**config.mk**
```make
export PLATFORM = sky130hd
export DESIGN_NAME = clk_en_sched
export DESIGN_NICKNAME = d
export VERILOG_FILES = /design/src/rtl/clk_en_sched_pkg.sv /design/src/rtl/clk_en_sched_div.sv /design/src/rtl/clk_en_sched.sv
export SDC_FILE = /design/constraint.sdc
export NUM_CORES = 1
export LEC_CHECK = 0
export CORE_UTILIZATION = 40
export DETAILED_ROUTE_END_ITERATION = 12
export PLACE_DENSITY = 0.75
export SLEW_MARGIN = 0
export SYNTH_ARGS = -nofsm -noshare
export SYNTH_HDL_FRONTEND = slang
export SYNTH_SLANG_ARGS = --single-unit
```
**constraint.sdc**
```tcl
create_clock -name clk -period 1.7 [get_ports clk]
set_input_delay 0.34 -clock clk [delete_from_list [all_inputs] [get_ports clk]]
set_output_delay 0.34 -clock clk [all_outputs]
set_load 0.02 [all_outputs]
```
**src/rtl/clk_en_sched_pkg.sv**
```systemverilog
// Shared types and constants for the clock-enable scheduler.
package clk_en_sched_pkg;

  typedef enum logic [1:0] {
    ST_OFF  = 2'd0,
    ST_WAKE = 2'd1,
    ST_RUN  = 2'd2
  } sched_state_e;

  // Number of cycles spent in WAKE before ticks start.
  localparam int unsigned WAKE_CYC = 4;
  localparam int unsigned WAKE_W   = 2;

  // True on the last WAKE cycle.
  function automatic logic wake_last(input logic [WAKE_W-1:0] cnt);
    return cnt == WAKE_W'(WAKE_CYC - 1);
  endfunction

endpackage

```
**src/rtl/clk_en_sched_div.sv**
```systemverilog
// Programmable tick divider: period counter, active ratio and pending ratio.
// A ratio strobed while running is held until the current period ends, so a
// period is never truncated; a strobe on the tick cycle itself wins.
module clk_en_sched_div #(
  parameter int unsigned DIV_W = 8
) (
  input  logic             clk,
  input  logic             rst_n,
  input  logic             run,
  input  logic [DIV_W-1:0] cfg_div,
  input  logic             cfg_div_vld,
  output logic             tick
);

  logic [DIV_W-1:0] cnt_q;
  logic [DIV_W-1:0] div_q;
  logic [DIV_W-1:0] pend_q;
  logic             pend_vld_q;

  assign tick = run & (cnt_q == div_q);

  // Period counter and ratio bookkeeping; outside RUN the ratio loads directly.
  always_ff @(posedge clk or negedge rst_n) begin
    if (!rst_n) begin
      cnt_q      <= {DIV_W{1'b0}};
      div_q      <= {DIV_W{1'b0}};
      pend_q     <= {DIV_W{1'b0}};
      pend_vld_q <= 1'b0;
    end else if (!run) begin
      cnt_q <= {DIV_W{1'b0}};
      if (cfg_div_vld) begin
        div_q      <= cfg_div;
        pend_q     <= cfg_div;
        pend_vld_q <= 1'b0;
      end
    end else if (tick) begin
      cnt_q <= {DIV_W{1'b0}};
      if (cfg_div_vld) begin
        div_q      <= cfg_div;
        pend_q     <= cfg_div;
        pend_vld_q <= 1'b0;
      end else if (pend_vld_q) begin
        div_q      <= pend_q;
        pend_vld_q <= 1'b0;
      end
    end else begin
      cnt_q <= cnt_q + DIV_W'(1);
      if (cfg_div_vld) begin
        pend_q     <= cfg_div;
        pend_vld_q <= 1'b1;
      end
    end
  end

endmodule

```
**src/rtl/clk_en_sched.sv**
```systemverilog
// Clock-enable scheduler: OFF -> WAKE -> RUN sequencing, per-requester grants
// updated only on period boundaries, and idle auto-gating back to OFF.
// Optional feature: define CLK_EN_SCHED_STATS_EN to get a 32-bit tick counter
// on tick_cnt; otherwise tick_cnt is tied to zero.
module clk_en_sched
  import clk_en_sched_pkg::*;
#(
  parameter int unsigned N_REQ  = 4,
  parameter int unsigned DIV_W  = 8,
  parameter int unsigned IDLE_W = 6
) (
  input  logic              clk,
  input  logic              rst_n,
  input  logic [N_REQ-1:0]  req,
  input  logic [DIV_W-1:0]  cfg_div,
  input  logic              cfg_div_vld,
  input  logic [IDLE_W-1:0] cfg_idle,
  output logic [N_REQ-1:0]  gnt,
  output logic              tick,
  output logic [N_REQ-1:0]  ce,
  output logic              busy,
  output logic [31:0]       tick_cnt
);

  sched_state_e      state_q;
  logic [WAKE_W-1:0] wake_cnt_q;
  logic [N_REQ-1:0]  gnt_q;
  logic [IDLE_W-1:0] idle_q;
  logic              busy_q;
  logic              run_s;
  logic              tick_s;
  logic              idle_tick_s;

  assign run_s       = (state_q == ST_RUN);
  assign idle_tick_s = (req == {N_REQ{1'b0}}) && (gnt_q == {N_REQ{1'b0}});

  clk_en_sched_div #(
    .DIV_W(DIV_W)
  ) u_div (
    .clk         (clk),
    .rst_n       (rst_n),
    .run         (run_s),
    .cfg_div     (cfg_div),
    .cfg_div_vld (cfg_div_vld),
    .tick        (tick_s)
  );

  // Sequencer FSM with grant register, idle counter and busy flag.
  always_ff @(posedge clk or negedge rst_n) begin
    if (!rst_n) begin
      state_q    <= ST_OFF;
      wake_cnt_q <= {WAKE_W{1'b0}};
      gnt_q      <= {N_REQ{1'b0}};
      idle_q     <= {IDLE_W{1'b0}};
      busy_q     <= 1'b0;
    end else begin
      case (state_q)
        ST_OFF: begin
          wake_cnt_q <= {WAKE_W{1'b0}};
          gnt_q      <= {N_REQ{1'b0}};
          idle_q     <= {IDLE_W{1'b0}};
          if (|req) begin
            state_q <= ST_WAKE;
            busy_q  <= 1'b1;
          end else begin
            state_q <= ST_OFF;
            busy_q  <= 1'b0;
          end
        end
        ST_WAKE: begin
          busy_q <= 1'b1;
          if (wake_last(wake_cnt_q)) begin
            state_q    <= ST_RUN;
            gnt_q      <= req;
            wake_cnt_q <= {WAKE_W{1'b0}};
          end else begin
            wake_cnt_q <= wake_cnt_q + WAKE_W'(1);
          end
        end
        ST_RUN: begin
          if (tick_s) begin
            gnt_q <= req;
            if (idle_tick_s) begin
              if (idle_q == cfg_idle) begin
                state_q <= ST_OFF;
                busy_q  <= 1'b0;
                idle_q  <= {IDLE_W{1'b0}};
              end else begin
                idle_q <= idle_q + IDLE_W'(1);
              end
            end else begin
              idle_q <= {IDLE_W{1'b0}};
            end
          end
        end
        default: begin
          state_q    <= ST_OFF;
          wake_cnt_q <= {WAKE_W{1'b0}};
          gnt_q      <= {N_REQ{1'b0}};
          idle_q     <= {IDLE_W{1'b0}};
          busy_q     <= 1'b0;
        end
      endcase
    end
  end

  assign gnt  = gnt_q;
  assign tick = tick_s;
  assign ce   = gnt_q & {N_REQ{tick_s}};
  assign busy = busy_q;

`ifdef CLK_EN_SCHED_STATS_EN
  logic [31:0] tick_cnt_q;

  // Free-running tick statistics, cleared only by reset.
  always_ff @(posedge clk or negedge rst_n) begin
    if (!rst_n) begin
      tick_cnt_q <= 32'd0;
    end else if (tick_s) begin
      tick_cnt_q <= tick_cnt_q + 32'd1;
    end
  end

  assign tick_cnt = tick_cnt_q;
`else
  assign tick_cnt = 32'd0;
`endif

endmodule

```
==> results of run 1 <==
## kinds of logic after synthesis
| logic type | count (synthesis) | synth area share |
|---|---|---|
| multiplexers | 24 | 0.105 |
| AND/OR/NAND/NOR | 51 | 0.130 |
| XOR/XNOR | 20 | 0.0735 |
| AO/OA/AOI/OAI | 35 | 0.0982 |
| flip-flops | 40 | 0.420 |
| adder cells (fa/ha/maj) | 6 | 0.0315 |
| buffers and inverters | 53 | 0.140 |
| other | 1 | 0.00157 |
## through the flow
| stage | cell area (µm²) | instances | setup TNS, ps |
|---|---|---|---|
| after floorplan | 2510 | 261 | -309 |
| after global placement | 2890 | 358 | -5210 |
| after detailed placement | 2890 | 358 | -6380 |
| after CTS | 3150 | 372 | -3050 |
| after global routing | 3330 | 377 | -7230 |
| final | 3330 | 377 | -4690 |
## final timing paths
| check | cells past startpoint | endpoint | slack, ps |
|---|---|---|---|
| worst max-delay path | 7 | ce[0] | -430 |
| worst min-delay path | 2 | u_div.pend_q[7] | 410 |
| worst max register to register | 9 | u_div.div_q[4] | -240 |
| worst min register to register | 1 | u_div.pend_q[6] | 500 |
| max in group asynchronous | 3 | u_div.cnt_q[0] | 850 |
| min in group clk | 3 | gnt[1] | 410 |
## power by group through the flow
| stage | Sequential (W) | Combinational (W) | Clock, W |
|---|---|---|---|
| after floorplan | 0.00151 | 0.000753 | 0 |
| after global placement | 0.00143 | 0.00124 | 0 |
| after detailed placement | 0.00145 | 0.00129 | 0 |
| after CTS | 0.00144 | 0.00135 | 0.000932 |
| after global routing | 0.00150 | 0.00159 | 0.000972 |
| final | 0.00146 | 0.00146 | 0.000915 |
## synthesized netlist by cell type, types with 3 or more instances
library cell / count / area share
and2_1: 5 / 0.013
buf_4: 33 / 0.10
dfrtp_1: 40 / 0.42
inv_1: 14 / 0.022
mux2_2: 8 / 0.038
nand2b_1: 4 / 0.011
xor2_1: 11 / 0.040
a211oi_1: 4 / 0.013
nand2_1: 8 / 0.013
xnor2_1: 9 / 0.033
nand3_1: 10 / 0.021
ha_1: 6 / 0.032
o21ai_0: 12 / 0.025
o31ai_1: 4 / 0.013
and3_1: 3 / 0.0079
nor3_1: 3 / 0.0063
nor2_1: 10 / 0.016
mux2i_1: 16 / 0.067
## flip-flops by register name, indices dropped and copies added (netlist names)
| register | count |
|---|---|
| u_div.cnt_q | 8 |
| u_div.div_q | 8 |
| u_div.pend_q | 8 |
| idle_q | 6 |
| gnt | 4 |
| state_q | 2 |
| wake_cnt_q | 2 |
| busy | 1 |
| u_div.pend_vld_q | 1 |
## area by class of cell
cell class	count	area, µm²	share of cell area
inverter	14	52.6	0.0158
clock inverter	2	60.1	0.0180
tap	72	90.1	0.0271
sequential	40	1000	0.301
clock buffer	5	68.8	0.0207
timing repair buffer	75	709	0.213
multi-input combinational	169	1350	0.405
## worst reg2reg max path, delay by kind of cell, from the launching register on
| family | cells | cell delay [ps] |
|---|---|---|
| buf+inv | 4 | 480 |
| simple gates | 2 | 430 |
| flops | 1 | 420 |
| mux | 1 | 200 |
| xor+xnor | 1 | 180 |
| compound gates | 1 | 160 |
## what timing repair did
item                       4_1_cts  5_1_grt
pin swaps                       10       10
resized for setup               46       39
buffers inserted                 8        4
hold buffers                     1        0
gates cloned                     0        1
hold endpoints to repair         7        0
setup endpoints to repair       26       29
## layer usage
metal | up-vias | wire length (µm) | GRT usage
li1 | 874 | - | -
met1 | 918 | 2120 | 0.189
met2 | 65 | 2940 | 0.293
met3 | 22 | 237 | 0.0448
met4 | 0 | 221 | 0.0909
met5 | - | 0 | 0
==> results.md, run 1 <==
- Post-synth EDFFs: 0
- # port buffers: 30
- Fin. Hold Viols: 0
- Register area share after synthesis: 0.420
- Pwr dens: 1150 nW/µm²
- Hold WC Path Type: in2async
- CTS tree: built
- Initial Util: 0.425
- Worst Slack Setup Final: -430 ps
- Tot Pwr: 0.00383 W
- Ports: 63
- Crit path DAT: 1790 ps
- Die width: around 79 µm
- Hold WS: 408 ps
- Clock transition at path regs: 80 ps
- Largest stage delay, worst path: 420 ps
- Die height: 79.2 µm
- Most frequent cells in the layout: dfrtp_1, buf_4, conb_1
- Seq pwr share: 0.380
- Largest net degree at the start of global routing: 34
- Worst path top cell family by delay: simple AND/OR/NAND/NOR gates
- DRT Wirelength: about 5500 µm
- Core ar.: 5610 µm²
- Setup slack at placement: -580 ps
- Crit-path slowest cell: dfrtp_1
- Commonest non-fill, non-tap cell in the layout: dfrtp_1
- Synth Warn #: 0
- Tot GR Track Use: 0.170
- Max_cap viols: 0
- Initial antenna violation count: 0
- Average vias per placed instance: approximately 5
- Synth Area per Inst: a little over 10 µm²
- WL/cell: 14.6 µm
- Leakage: 1.61 nW
- Reg2reg start: u_div.cnt_q[7]
- CP Class: reg2out
- Synthesized cell area: 2380 µm²
- Routed Antenna Nets: 0
- F_max: 0.469 GHz
- Total Die Area: roughly 6300 µm²
- Num rows: 27
- Ys async rst share: 1.00
- Worst skew pair latency: 300 ps
- Status: finished with violations
- Critical path peak fanout: 4
- Synth unique cells: 41
- DR pass1 iterations: 4
- Global-route wire length before repair: 8190 µm
- Fraction of layout cells with a size suffix above 1: 0.344
- Logic pwr share: 0.381
- Final Slew Violations: 0
- CTS Root Cell: clkbuf_8
- Setup violations, final: 32
- Tmin final: 2130 ps
- Failing checks: negative setup slack
- Synth Instances: 230
- Switching pwr: 0.00129 W
- GRT Residual Overflow: 0
- Antenna diodes: 0
- Top_reg_cell synth: dfrtp_1
- H-tree levels: 2
- Sw Ratio: 0.338
- Yosys reg bits: 40
- RSZ-0062 raised after global routing: true
- Critical Path Start: u_div.cnt_q[7]
- Post-route clock period utilization: 1.25
- Global placement routability congestion: approximately 0.83
- DRT iter0 DRCs: 86
- Detailed Place HPWL: between 3000 and 4000 µm
- Clock share of power: 0.239
- CP required: ~1400 ps
- Final core utilization: 0.593
- Area delta synth->final: 39.7%
- CP dominant cell by count: buf_6
- Critical Path End Type: output pin
- Critical path buffers and inverters: 3
- Post-route DRC: 0
- Fillers: 453
- Worst Clk Skew: 11.9 ps
- CTS max path bufs: 2
- CTS buffer count: 5
- Vias in the first global route: 1859
- Clock sink total: 40
- Internal power: 0.00253 W
- Worst vdd ir: between 0.0006 and 0.0007 V
- Vias: 1879
- # nets final: 332
- CP startpoint kind: register
- Crit path cell chain: xnor2_2, nand4_2, nor3_4, buf_6, buf_6, and2_4, buf_6
Power figures use the tool's default switching activity.
==> inputs of run 2 (changes only) <==
- PLACE_DENSITY: 0.75 -> 0.74
- SYNTH_HIERARCHICAL: default -> 1
==> results.md, run 2 <==
- Status: finished with violations
- Failing checks: negative setup slack
- Tmin final: 1980 ps
- Detailed Place HPWL: 3940 µm
- GRT Residual Overflow: 0
- Reg2Reg Depth: 7
- Largest net degree at the start of global routing: 24
- Setup TNS: -3960 ps
- Leakage: ~1.6 nW
- Crit path DAT: 1640 ps
- Synth top cells by count: dfrtp_1, buf_4, nand2_1
- Die width: 81.2 µm
- Average vias per placed instance: 4.93
- Ports: 63
- Post-route clock period utilization: 1.17
- Most frequent cells in the layout: buf_4, dfrtp_1, conb_1
- Core ar.: 5990 µm²
- CP startpoint kind: register
- Post-route DRC: 0
- Antenna diodes: 0
- Fin. Hold Viols: 0
- Top-count cell post-synth: dfrtp_1
- Global placement routability congestion: 0.851
- Final core utilization: 0.596
- Worst Slack Setup Final: -282 ps
- Critical Path End Type: output pin
- Cts-stage hold buffer count: 0
- Register area share after synthesis: 0.399
- Reg2reg start: u_div/cnt_q[7]
- RSZ-0062 raised after global routing: true
- Num rows: 28
- Synth Instances: ~270
- CTS tree: built
- # nets final: a little under 400
- Top_reg_cell synth: dfrtp_1
- CTS max path bufs: 2
- Final Slew Violations: 0
- Ys async rst share: 1.00
- DRT iter0 DRCs: 92
- H-tree levels: 2
- Clock transition at path regs: 80 ps
- Routed Antenna Nets: 0
- Fillers: 501
- Global-route wire length before repair: 8850 µm
- Fraction of layout cells with a size suffix above 1: 0.341
- Total Die Area: 6600 µm²
- DRT Wirelength: 5990 µm
- Slew margin rel.: 0.638
- Worst vdd ir: 0.000380 V
- CTS buffer count: 5
- Die height: 81.2 µm
- CP Class: reg2out
- Largest cells by area after synthesis: dfrtp_1, buf_4, xnor2_1
- FF-to-FF End: state_q[1]
- Synth unique cells: around 40
- Largest area contributor in the netlist: dfrtp_1
- Initial antenna violation count: 0
- Vias in the first global route: 1952
- Max_cap viols: 0
- Critical path peak fanout: 6
- Clock sink total: 40
- Post-synth EDFFs: 0
- Pwr dens: about 500 nW/µm²
- Synth Warn #: 6
- Tot GR Track Use: 0.177
- Share of the synthesized area in the top cell type: 0.399
- Hold WC Path Type: in2async
- Vias: 2136
- Hold WS: 7.78 ps
- Tot Pwr: 0.00180 W
- # port buffers: 30
- CTS Root Cell: clkbuf_8
- Worst-margin pin slew: 537 ps
- Setup violations, final: 18
- Synth Area per Inst: slightly above 9 µm²
- Synthesized cell area: 2510 µm²
- Area delta synth->final: 42.4%
- Yosys reg bits: 40
- R2R Setup Slk: -250 ps
- Commonest non-fill, non-tap cell in the layout: buf_4
- DR pass1 iterations: 4
- Worst skew pair latency: 290 ps
- F_max: ~0.50 GHz
- Largest registers: u_div/cnt_q (8), u_div/div_q (8), u_div/pend_q (8)
- CP required: 1360 ps
- Worst Clk Skew: 5.63 ps
- Initial Util: 0.419
- WL/cell: approximately 14 µm
-- run 2: cell types whose count changed after synthesis, sizes merged, moves of 9 or more --
cell   previous run  this run
inv              14         4
and3              3        13
a21oi             3        12
mux2i            16         2
nand2             8        28
-- run 2: worst max-delay path, stage by stage (launching register included) --
cell and delay [ps]:
dfrtp_1 410, xnor2_2 200, and4_4 260, and3_4 220
and2_2 150, buf_6 110
-- run 2: how the worst max path moves through the flow --
stage                              start    end  slack [ps]  cells after the start
after floorplan               state_q[0]   busy        -290                      8
after global placement    u_div/cnt_q[6]  ce[0]        -440                      5
after detailed placement  u_div/div_q[7]  ce[1]        -490                      5
after CTS                 u_div/div_q[6]  ce[0]        -300                      5
after global routing      u_div/div_q[1]  ce[0]        -340                      5
final                     u_div/cnt_q[7]  ce[0]        -280                      5
-- run 2: cell type report --
class | instances | area, µm² | area share
multi-input cells | 214 | 1530 | 0.429
flip-flops and latches | 40 | 1000 | 0.280
repair buffers | 93 | 853 | 0.239
well taps | 75 | 93.8 | 0.0263
clock buffers | 6 | 72.6 | 0.0203
inverters | 4 | 15.0 | 0.00420
clock inverters | 1 | 5.00 | 0.00140
-- run 2: kinds of logic (layout without fill, tap and decap cells) --
logic type | after synthesis | in the layout | synth area share
AOI/OAI and AO/OA | 39 | 39 | 0.0967
xor gates and xnor gates | 20 | 20 | 0.0698
adders and majority gates | 6 | 6 | 0.0299
buffers and inverters | 48 | 104 | 0.128
DFF | 40 | 40 | 0.399
muxes | 11 | 11 | 0.0484
other | 1 | 32 | 0.00149
and+or+nand+nor | 106 | 106 | 0.227
-- run 2: power by group --
part | switching (W) | internal, W
registers | 0.00000467 | 0.000969
logic | 0.000126 | 0.0000938
clock network | 0.000329 | 0.000280
-- run 2: through the flow --
stage	area, µm²	setup WS, ps	std cells
after floorplan	2690	-289	302
after global placement	3120	-438	411
after detailed placement	3120	-488	411
after CTS	3360	-301	424
after global routing	3570	-344	433
final	3570	-282	433
-- run 2: what timing repair did --
action	in CTS	in global routing
setup buffers	22	11
gates cloned	0	2
gates resized for setup	56	27
endpoints found under the setup margin	27	35
pin swaps	9	16
-- run 2: routing by layer --
| metal | track usage | vias up | share of wire |
|---|---|---|---|
| li1 | - | 1055 | - |
| met3 | 0.0382 | 6 | 0.039 |
| met2 | 0.307 | 49 | 0.51 |
| met1 | 0.221 | 1026 | 0.44 |
| met5 | 0 | - | 0 |
| met4 | 0.0500 | 0 | 0.0088 |
